===== src/rtl/stat_graph_render.sv =====
// Scrolling event-tally graph overlay: counts per-channel strobes over sample periods,
// keeps a ring of recent samples and draws them as auto-scaled points over a pair of axes.
module stat_graph_render #(
  parameter int                   NUM_CH        = 2,
  parameter int                   HISTORY_LEN   = 25,
  parameter int                   GRAPH_WIDTH   = 200,
  parameter int                   GRAPH_HEIGHT  = 200,
  parameter int                   ORIGIN_X      = 800,
  parameter int                   ORIGIN_Y      = 32,
  parameter int                   SAMPLE_PERIOD = 32,
  parameter int                   COUNT_W       = 16,
  parameter int                   ACTIVE_W      = 1024,
  parameter int                   ACTIVE_H      = 768,
  parameter logic [11:0]          AXIS_COLOR    = 12'hFFF,
  parameter logic [NUM_CH*12-1:0] CH_COLOR      = {12'h0F0, 12'hF00}
) (
  input  logic              clk_130mhz,
  input  logic              rst_in,
  input  logic [10:0]       hcount_in,
  input  logic [9:0]        vcount_in,
  input  logic [NUM_CH-1:0] event_in,
  input  logic              freeze_in,
  input  logic              clear_in,
  output logic [11:0]       pix_out,
  output logic              sample_out
);
  localparam int SAMPLE_PIX = GRAPH_WIDTH / HISTORY_LEN;
  localparam int PIX_SH     = $clog2(SAMPLE_PIX);
  localparam int FC_W       = (SAMPLE_PERIOD > 1) ? $clog2(SAMPLE_PERIOD) : 1;
  localparam int PTR_W      = (HISTORY_LEN > 1) ? $clog2(HISTORY_LEN) : 1;
  localparam int FILL_W     = $clog2(HISTORY_LEN + 1);
  localparam int SH_W       = $clog2(COUNT_W + 1);
  localparam logic [COUNT_W-1:0] COUNT_MAX = '1;

  generate
    if ((GRAPH_WIDTH % HISTORY_LEN) != 0 || SAMPLE_PIX < 1 ||
        (SAMPLE_PIX & (SAMPLE_PIX - 1)) != 0) begin : g_bad_width
      $error("GRAPH_WIDTH/HISTORY_LEN must be an integer power of two");
    end
    if (SAMPLE_PERIOD < 1 || SAMPLE_PERIOD > 256) begin : g_bad_period
      $error("SAMPLE_PERIOD must be within 1..256");
    end
  endgenerate

  logic [FC_W-1:0]    frame_cnt;
  logic [PTR_W-1:0]   wr_ptr;
  logic [FILL_W-1:0]  fill;
  logic [COUNT_W-1:0] acc        [NUM_CH];
  logic [SH_W-1:0]    shift      [NUM_CH];
  logic [COUNT_W-1:0] ring       [NUM_CH][HISTORY_LEN];
  logic [COUNT_W-1:0] value      [NUM_CH];
  logic [SH_W-1:0]    next_shift [NUM_CH];

  logic [31:0] hc, vc;
  logic        frame_end, tally_en, period_start, commit;

  assign hc           = 32'(hcount_in);
  assign vc           = 32'(vcount_in);
  assign frame_end    = (hc == ACTIVE_W - 1) && (vc == ACTIVE_H - 1);
  assign period_start = (frame_cnt == '0);
  assign tally_en     = period_start && (hc < ACTIVE_W) && (vc < ACTIVE_H);
  assign commit       = frame_end && period_start && !freeze_in;

  // NOTE: combinational blocks use blocking assignments with every output defaulted first, so no latch is inferred.
  always_comb begin
    logic [SH_W-1:0] need;
    for (int c = 0; c < NUM_CH; c++) begin
      value[c] = acc[c];
      if (tally_en && event_in[c] && acc[c] != COUNT_MAX) value[c] = acc[c] + COUNT_W'(1);
      // Smallest shift that brings this sample under the graph height.
      need = SH_W'(COUNT_W);
      for (int s = COUNT_W; s >= 0; s--)
        if ((32'(value[c]) >> s) < 32'(GRAPH_HEIGHT)) need = SH_W'(s);
      next_shift[c] = (need > shift[c]) ? need : shift[c];
    end
  end

  // NOTE: the ring is held in flops, not RAM, because reset and clear must zero every slot at once.
  always_ff @(posedge clk_130mhz or posedge rst_in) begin
    if (rst_in) begin
      frame_cnt  <= '0;
      wr_ptr     <= '0;
      fill       <= '0;
      sample_out <= 1'b0;
      for (int c = 0; c < NUM_CH; c++) begin
        acc[c]   <= '0;
        shift[c] <= '0;
        for (int i = 0; i < HISTORY_LEN; i++) ring[c][i] <= '0;
      end
    end else if (clear_in) begin
      frame_cnt  <= '0;
      wr_ptr     <= '0;
      fill       <= '0;
      sample_out <= 1'b0;
      for (int c = 0; c < NUM_CH; c++) begin
        acc[c]   <= '0;
        shift[c] <= '0;
        for (int i = 0; i < HISTORY_LEN; i++) ring[c][i] <= '0;
      end
    end else begin
      sample_out <= commit;
      if (frame_end)
        frame_cnt <= (32'(frame_cnt) == SAMPLE_PERIOD - 1) ? '0 : frame_cnt + FC_W'(1);
      if (commit) begin
        wr_ptr <= (32'(wr_ptr) == HISTORY_LEN - 1) ? '0 : wr_ptr + PTR_W'(1);
        if (32'(fill) < HISTORY_LEN) fill <= fill + FILL_W'(1);
      end
      for (int c = 0; c < NUM_CH; c++) begin
        if (period_start) acc[c] <= frame_end ? '0 : value[c];
        if (commit) begin
          ring[c][wr_ptr] <= value[c];
          shift[c]        <= next_shift[c];
        end
      end
    end
  end

  // Read stage: map the pixel column to a history slot, oldest sample on the left.
  logic [31:0]      col, idx, slot_sum;
  logic             in_col, plot_en, on_axis;
  logic [PTR_W-1:0] rd_slot;

  always_comb begin
    in_col   = (hc > ORIGIN_X) && (hc < ORIGIN_X + GRAPH_WIDTH);
    col      = hc - 32'(ORIGIN_X) - 32'd1;
    idx      = col >> PIX_SH;
    plot_en  = in_col && (idx < 32'(fill));
    slot_sum = 32'(wr_ptr) + idx;
    rd_slot  = '0;
    if (plot_en) begin
      if (32'(fill) < HISTORY_LEN)      rd_slot = PTR_W'(idx);
      else if (slot_sum >= HISTORY_LEN) rd_slot = PTR_W'(slot_sum - HISTORY_LEN);
      else                              rd_slot = PTR_W'(slot_sum);
    end
  end

  assign on_axis = ((vc == ORIGIN_Y + GRAPH_HEIGHT) && (hc >= ORIGIN_X) && (hc <= ORIGIN_X + GRAPH_WIDTH)) ||
                   ((hc == ORIGIN_X) && (vc >= ORIGIN_Y) && (vc <= ORIGIN_Y + GRAPH_HEIGHT));

  logic [COUNT_W-1:0] s1_height [NUM_CH];
  logic               s1_plot, s1_axis;
  logic [9:0]         s1_vcount;
  logic [11:0]        pix_next;

  // Compare/colour stage: lowest channel index wins when points overlap.
  always_comb begin
    pix_next = '0;
    if (s1_axis) begin
      pix_next = AXIS_COLOR;
    end else if (s1_plot) begin
      for (int c = NUM_CH - 1; c >= 0; c--)
        if ((32'(s1_vcount) == 32'(ORIGIN_Y + GRAPH_HEIGHT - 1) - 32'(s1_height[c])) &&
            (32'(s1_vcount) > ORIGIN_Y))
          pix_next = CH_COLOR[c*12 +: 12];
    end
  end

  always_ff @(posedge clk_130mhz or posedge rst_in) begin
    if (rst_in) begin
      s1_plot   <= 1'b0;
      s1_axis   <= 1'b0;
      s1_vcount <= '0;
      pix_out   <= '0;
      for (int c = 0; c < NUM_CH; c++) s1_height[c] <= '0;
    end else begin
      s1_plot   <= plot_en;
      s1_axis   <= on_axis;
      s1_vcount <= vcount_in;
      pix_out   <= pix_next;
      for (int c = 0; c < NUM_CH; c++) s1_height[c] <= ring[c][rd_slot] >> shift[c];
    end
  end

endmodule


===== config.mk =====
export PLATFORM = sky130hd
export DESIGN_NAME = stat_graph_render
export DESIGN_NICKNAME = d
export VERILOG_FILES = /design/src/rtl/stat_graph_render.sv
export SDC_FILE = /design/constraint.sdc
export NUM_CORES = 2
export LEC_CHECK = 0
export ABC_AREA = 0
export BUFFER_PORTS_ARGS = -buffer_cell sky130_fd_sc_hd__buf_2
export CORE_MARGIN = 8
export CORE_UTILIZATION = 50
export DETAILED_ROUTE_END_ITERATION = 7
export PLACE_DENSITY = 0.65
export SYNTH_ARGS = -nofsm -noshare
export SYNTH_HDL_FRONTEND = slang
export SYNTH_SLANG_ARGS = --single-unit

===== constraint.sdc =====
create_clock -name clk_130mhz -period 39.4 [get_ports clk_130mhz]
set_input_delay 3.94 -clock clk_130mhz [delete_from_list [all_inputs] [get_ports clk_130mhz]]
set_output_delay 3.94 -clock clk_130mhz [all_outputs]
set_load 0.05 [all_outputs]

**Word level (Yosys, flattened, before mapping)**

Index checks and enable logic that the tools add are counted.

- Flip-flop bits (word level): 914
- Output and inout bits: 13
- Logic and storage cells: 242

- $add $sub $neg: 11
- Order comparisons: 49
- Eq/ne operators: 10
- Shift operators: 2
- Muxes and demuxes: 74
- Bitwise logic cells: 2
- Reductions and logical operators: 30

Operators with widths:

| kind | count |
|---|---|
| $bwmux 400 | 2 |
| $mux 400 | 2 |
| $mux 800 | 1 |
| $mux 5 | 48 |
| $mux 16 | 11 |
| $bmux 16 s5 | 2 |
| $demux 16 s5 | 1 |
| $eq 10x32->1 | 2 |
| $mux 12 | 3 |
| $sub 8x16->17 const A | 2 |
| $add 16x1->16 const B | 2 |
| $lt 16x8->1 const B | 2 |
| $mux 32 | 1 |
| $ne 16x16->1 const B | 2 |
| $shr 16x5->16 | 2 |
| $add 5x29->30 | 1 |
| $ge 30x5->1 const B | 1 |
| $lt 15x8->1 const B | 2 |
| $lt 29x5->1 | 1 |
| $lt 14x8->1 const B | 2 |
| $lt 13x8->1 const B | 2 |
| $lt 12x8->1 const B | 2 |
| $eq 11x10->1 const B | 2 |
| $lt 11x8->1 const B | 2 |
| 40 further kinds | 80 |

**Depth between registers and ports, before layout**

- Depth after elaboration: 27
- Mapped depth: 34
- Depth with buffers taken out: 28

**Least setup slack after synthesis**

OpenSTA, ideal clock, no wires.

- Path type: input to register
- Start: input hcount_in[1]
- End: register s1_height[0] (netlist bit)
- Library setup time: 0.119 ns
- Data arrival time: 9.775 ns
- Data required time: 39.281 ns
- Path slack: 29.506 ns
- Cell stages on the path: 29
- Buffers on the path: 3
- Path through: or4_1 nand2_1 ha_1 inv_1 fa_1 nor2b_1 o31a_1 o21ai_0 mux2i_1 nand3_1 ha_1 nor4b_1 nand4b_1 or3_1 nor3_1 o21a_1 o21a_1 buf_6 a31oi_2 nand2_1 buf_2 buf_1 mux2i_1 o22ai_1 a2111oi_1 a31oi_1 mux4_2 o22ai_1 o21ba_1

- Word-level cells in the longest chain between the ends: 12
- Elaborated cells between the ends (all ways): 18

Ends and longest elaborated chain:

| item | line | text |
|---|---|---|
| from (decl) | 19 | `input logic [10:0] hcount_in,` |
| $sub 11x10->12 | 125 | `col = hc - 32'(ORIGIN_X) - 32'd1;` |
| $sub 12x2->13 | 125 |  |
| $add 5x29->30 | 128 | `slot_sum = 32'(wr_ptr) + idx;` |
| $ge 30x5->1 or $sub 5x5->5 (tied branches) | 132 | `else if (slot_sum >= HISTORY_LEN) rd_slot = PTR_W'(slot_sum - HISTORY_LEN);` |
| $mux 5 | 132 |  |
| $mux 5 | 131 | `if (32'(fill) < HISTORY_LEN) rd_slot = PTR_W'(idx);` |
| $mux 5 (*) | 130 | `if (plot_en) begin` |
| $not 5->6 (implied by the code) (*) | 170 | `for (int c = 0; c < NUM_CH; c++) s1_height[c] <= ring[c][rd_slot] >> shift[c];` |
| $bmux 16 s5 (*) | 170 |  |
| $mux 16 (implied by the code) (*) (2 in a row) | 170 |  |
| $shr 16x5->16 (*) | 170 |  |
| to (decl) | 140 | `logic [COUNT_W-1:0] s1_height [NUM_CH];` |

Mark *: on every way between the ends. The rest lies on a longest branch, timed or not. The select of a mux whose other input is x is not followed.
A chain may end at the register's enable or synchronous reset.

**Final worst setup path**

- Start: input hcount_in[1]
- End: register s1_height[16] (netlist bit)

The elaborated chain is that of the path after synthesis.

==> summary.txt <==
Min path
  • Hold Crit Class: reg2reg

Cells and area
  • FILL cells: 7,964
  • Area Overhead vs Synth: 10.53%
  • Final net count: 4,819
  • Post-route cell area: 49,120 um^2
  • Share of cells above drive strength 1: 9.546%
  • Most common cell after layout, fill and taps aside: nand2_1
  • Most frequent cells in the layout: nand2_1, o21ai_0, dfrtp_1, nand3_1, mux2i_1

Synthesis
  • Mapped Cells: 4,951
  • Top FF cell, synth: dfrtp_1
  • Netlist cell types: 103
  • Async set-or-reset flop fraction in the synthesized netlist: 100.0%
  • Post-synthesis net count: 5,019
  • Avg Inst Size Synth: 8.977 um^2
  • Syn Std Cell Area: 44,450 um^2
  • Post-synth EDFFs: 0
  • Yosys warns: 0
  • Seq/Total Area, Yosys: approximately 50%
  • Yosys reg bits: 903

Routing
  • Total wire length: around 180,000 um
  • ANT nets after route: 0
  • Iter 0 DRT Violations: 6,134
  • WL/cell: ~29 um
  • DR pass1 iterations: 6
  • Vias per cell: 6.697
  • Via count: 40,170
  • DRC viols: 0

Clock network
  • Post-CTS Setup Bufs: 0
  • Clock transition at path regs: 0.06 ns
  • CTS tree: built
  • Post-CTS Resized: 0
  • CTS H-tree lvls: 3
  • Later-pin clock latency in the skew report: 0.68 ns
  • Clk sinks: about 900
  • Root Driver: clkbuf_16
  • CTS buffer count: a little under 100
  • CTS Hold Bufs: 0
  • CTS max path bufs: 3

STA
  • Final min period: 12.24 ns
  • Period Utilization, post-route: 31.07%
  • Final hold vios: 0
  • Clk_skew: 0.02226 ns
  • Relative max-transition margin: 6.487%
  • Setup violators final: 0
  • Final Max Tran Viols: 0
  • Fin Setup TNS: 0 ns
  • Worst-Margin Slew: around 1.4 ns
  • Maximum clock frequency: 81.70 MHz
  • RSZ-0062 raised after global routing: no

Pwr
  • Total power: 0.001967 W
  • Pwr/cell area: 40.04 nW/um^2
  • Worst VDD drop: 0.00003547 V
  • Lkg Pwr: 21.32 nW

Global route
  • Antenna violations before repair: 10
  • Largest net degree at the start of global routing: 171
  • Vias in the first global route: 37,990
  • Tot GR Track Use: 34.97%
  • GRT overflow: 0
  • First-pass GRT wire length: 260,800 um

Floorplan
  • Die area: 98,690 um^2
  • IO Count: 40
  • Row cnt: 109
  • Die W: 314.1 um
  • Initial Util: 50.37%
  • CORE AREA: 88,240 um^2
  • Height of the die: 314.1 um

Critical path
  • CP Data Required Time: around 40 ns
  • Critical path class: in2reg
  • CP Launch Type: input pin
  • CP peak stage delay: 0.86 ns
  • Worst path slowest cell: buf_4
  • Critical Path AT: 12.82 ns
  • Worst Setup End Kind: flip-flop
  • CP max FO: 72
  • Buf/Inv on CP: 4
  • CP top delay family: compound AO/OA/AOI/OAI gates

Place
  • Placed cell areas: 45,800 um^2
  • DP Wirelength: 104,800 um
  • Number of buffers added on ports: 39
  • RePlAce Congestion: 0.9926

Outcome
  • Status: finished, final reports clean

Run
  • # Max-Cap Violations: 0
==> worst reg2reg max path, stage by stage, from the launching register on <==
cell      delay (ns)
dfrtp_1         0.50
ha_1            0.25
inv_1           0.06
fa_1            0.39
nor2b_1         0.19
o31a_1          0.22
o21ai_0         0.10
mux2i_1         0.35
nand3_1         0.13
ha_1            0.29
nor4b_1         0.24
nand4b_1        0.18
or3_1           0.34
nor3_1          0.14
o21a_1          0.24
o21a_1          0.63
a31oi_4         0.17
buf_4           0.27
nand2_4         0.41
buf_4           0.87
a221o_1         0.33
o21ai_0         0.32
o221ai_1        0.73
o21ai_1         0.22
mux4_2          0.53
mux2_2          0.30
a22oi_1         0.21
==> through the flow <==
step	hold WS (ns)	setup WS [ns]	utilization, %	std cells
after CTS	0.4258	27.50	55.66	5994
after global routing	0.4575	26.81	55.66	5994
after floorplan	0.3774	10.07	-	4951
after detailed placement	0.4097	26.83	51.91	5816
final	0.4299	27.16	55.67	5998
after global placement	0.4332	26.87	51.91	5816
==> flip-flops by register name, summed over array words and instances, names as in the netlist <==
name / count
ring: 800
shift: 8
s1_height: 32
acc: 32
s1_plot: 1
fill: 5
s1_vcount: 10
wr_ptr: 5
sample_out: 1
s1_axis: 1
frame_cnt: 5
pix_out: 3
==> path summary, 6_finish.rpt <==
path	startpoint	endpoint	slack, ns	cells past startpoint
hold reg to reg	s1_axis	pix_out[3]	0.43	0
setup / recovery	hcount_in[1]	s1_height[16]	27.16	29
min in group asynchronous	rst_in	frame_cnt[0]	3.36	2
hold / removal	s1_axis	pix_out[3]	0.43	0
max in group asynchronous	rst_in	ring[120]	32.99	5
setup reg to reg	wr_ptr[0]	s1_height[16]	30.73	26
==> power by group <==
group | total [W] | internal [W] | leakage (nW) | switching, W
registers | 0.000931 | 0.000929 | 12.6 | 0.00000191
clock network | 0.000954 | 0.000562 | 1.64 | 0.000392
logic | 0.0000822 | 0.0000147 | 7.07 | 0.0000675
==> metal layers <==
metal,up-vias,track usage (%),wire [um]
li1,17040,-,-
met1,19910,47.44,68990
met2,2602,49.69,73150
met3,609,10.13,21200
met4,6,20.33,12400
met5,-,0,36
==> synth_stat cells, types with 10 or more instances <==
| library cell | number | share of area (%) |
|---|---|---|
| a211o_1 | 25 | 0.49 |
| inv_1 | 41 | 0.35 |
| nand3_1 | 200 | 2.3 |
| o21ai_1 | 11 | 0.12 |
| mux2i_1 | 135 | 3.0 |
| nor2b_1 | 12 | 0.17 |
| buf_4 | 16 | 0.27 |
| nor3_1 | 35 | 0.39 |
| a21oi_1 | 90 | 1.0 |
| o21ai_0 | 922 | 10 |
| o22ai_1 | 24 | 0.34 |
| a31oi_1 | 65 | 0.91 |
| o21a_1 | 12 | 0.20 |
| a211oi_1 | 127 | 2.1 |
| mux4_2 | 10 | 0.51 |
| a22oi_1 | 13 | 0.22 |
| nor3b_1 | 10 | 0.17 |
| dfrtp_1 | 903 | 51 |
| buf_2 | 92 | 1.0 |
| a2111oi_0 | 11 | 0.22 |
| and3_1 | 108 | 1.5 |
| buf_6 | 13 | 0.33 |
| nor2_1 | 95 | 0.80 |
| xor2_1 | 32 | 0.63 |
| a311oi_1 | 20 | 0.39 |
| and2_1 | 12 | 0.17 |
| a2111o_1 | 10 | 0.25 |
| mux2_2 | 15 | 0.38 |
| nand4_1 | 30 | 0.42 |
| xnor2_1 | 36 | 0.71 |
| and4_1 | 10 | 0.20 |
| o31ai_1 | 13 | 0.22 |
| or3_1 | 12 | 0.17 |
| ha_1 | 40 | 1.1 |
| nor4_1 | 15 | 0.21 |
| o211ai_1 | 42 | 0.71 |
| a221oi_1 | 22 | 0.43 |
| nand2_1 | 1164 | 9.8 |
| clkbuf_1 | 329 | 2.8 |
==> cells by family (layout without fill, tap and decap cells) <==
group                    Yosys count  after routing  synth area share, %
AND/OR/NAND/NOR                 1746           1746                17.15
other                              0              4                    0
AO/OA/AOI/OAI                   1527           1527                20.64
multiplexers                     161            161                3.952
buffers and inverters            504            382                4.870
XOR/XNOR                          69             69                1.377
adder cells (fa/ha/maj)           41             41                1.171
flip-flops                       903            903                50.84
==> cell type report <==
class / count / area (um^2) / share of cell area (%)
antenna: 4 / 10.01 / 0.02038
clock buffer: 151 / 3007 / 6.120
clock inverter: 27 / 306.5 / 0.6240
inverter: 45 / 176.4 / 0.3591
multi-input combinational: 3544 / 20410 / 41.55
sequential: 903 / 22600 / 46.00
tap: 1165 / 1458 / 2.967
timing repair buffer: 159 / 1161 / 2.364
No activity file was read; power rests on OpenSTA's default activity.
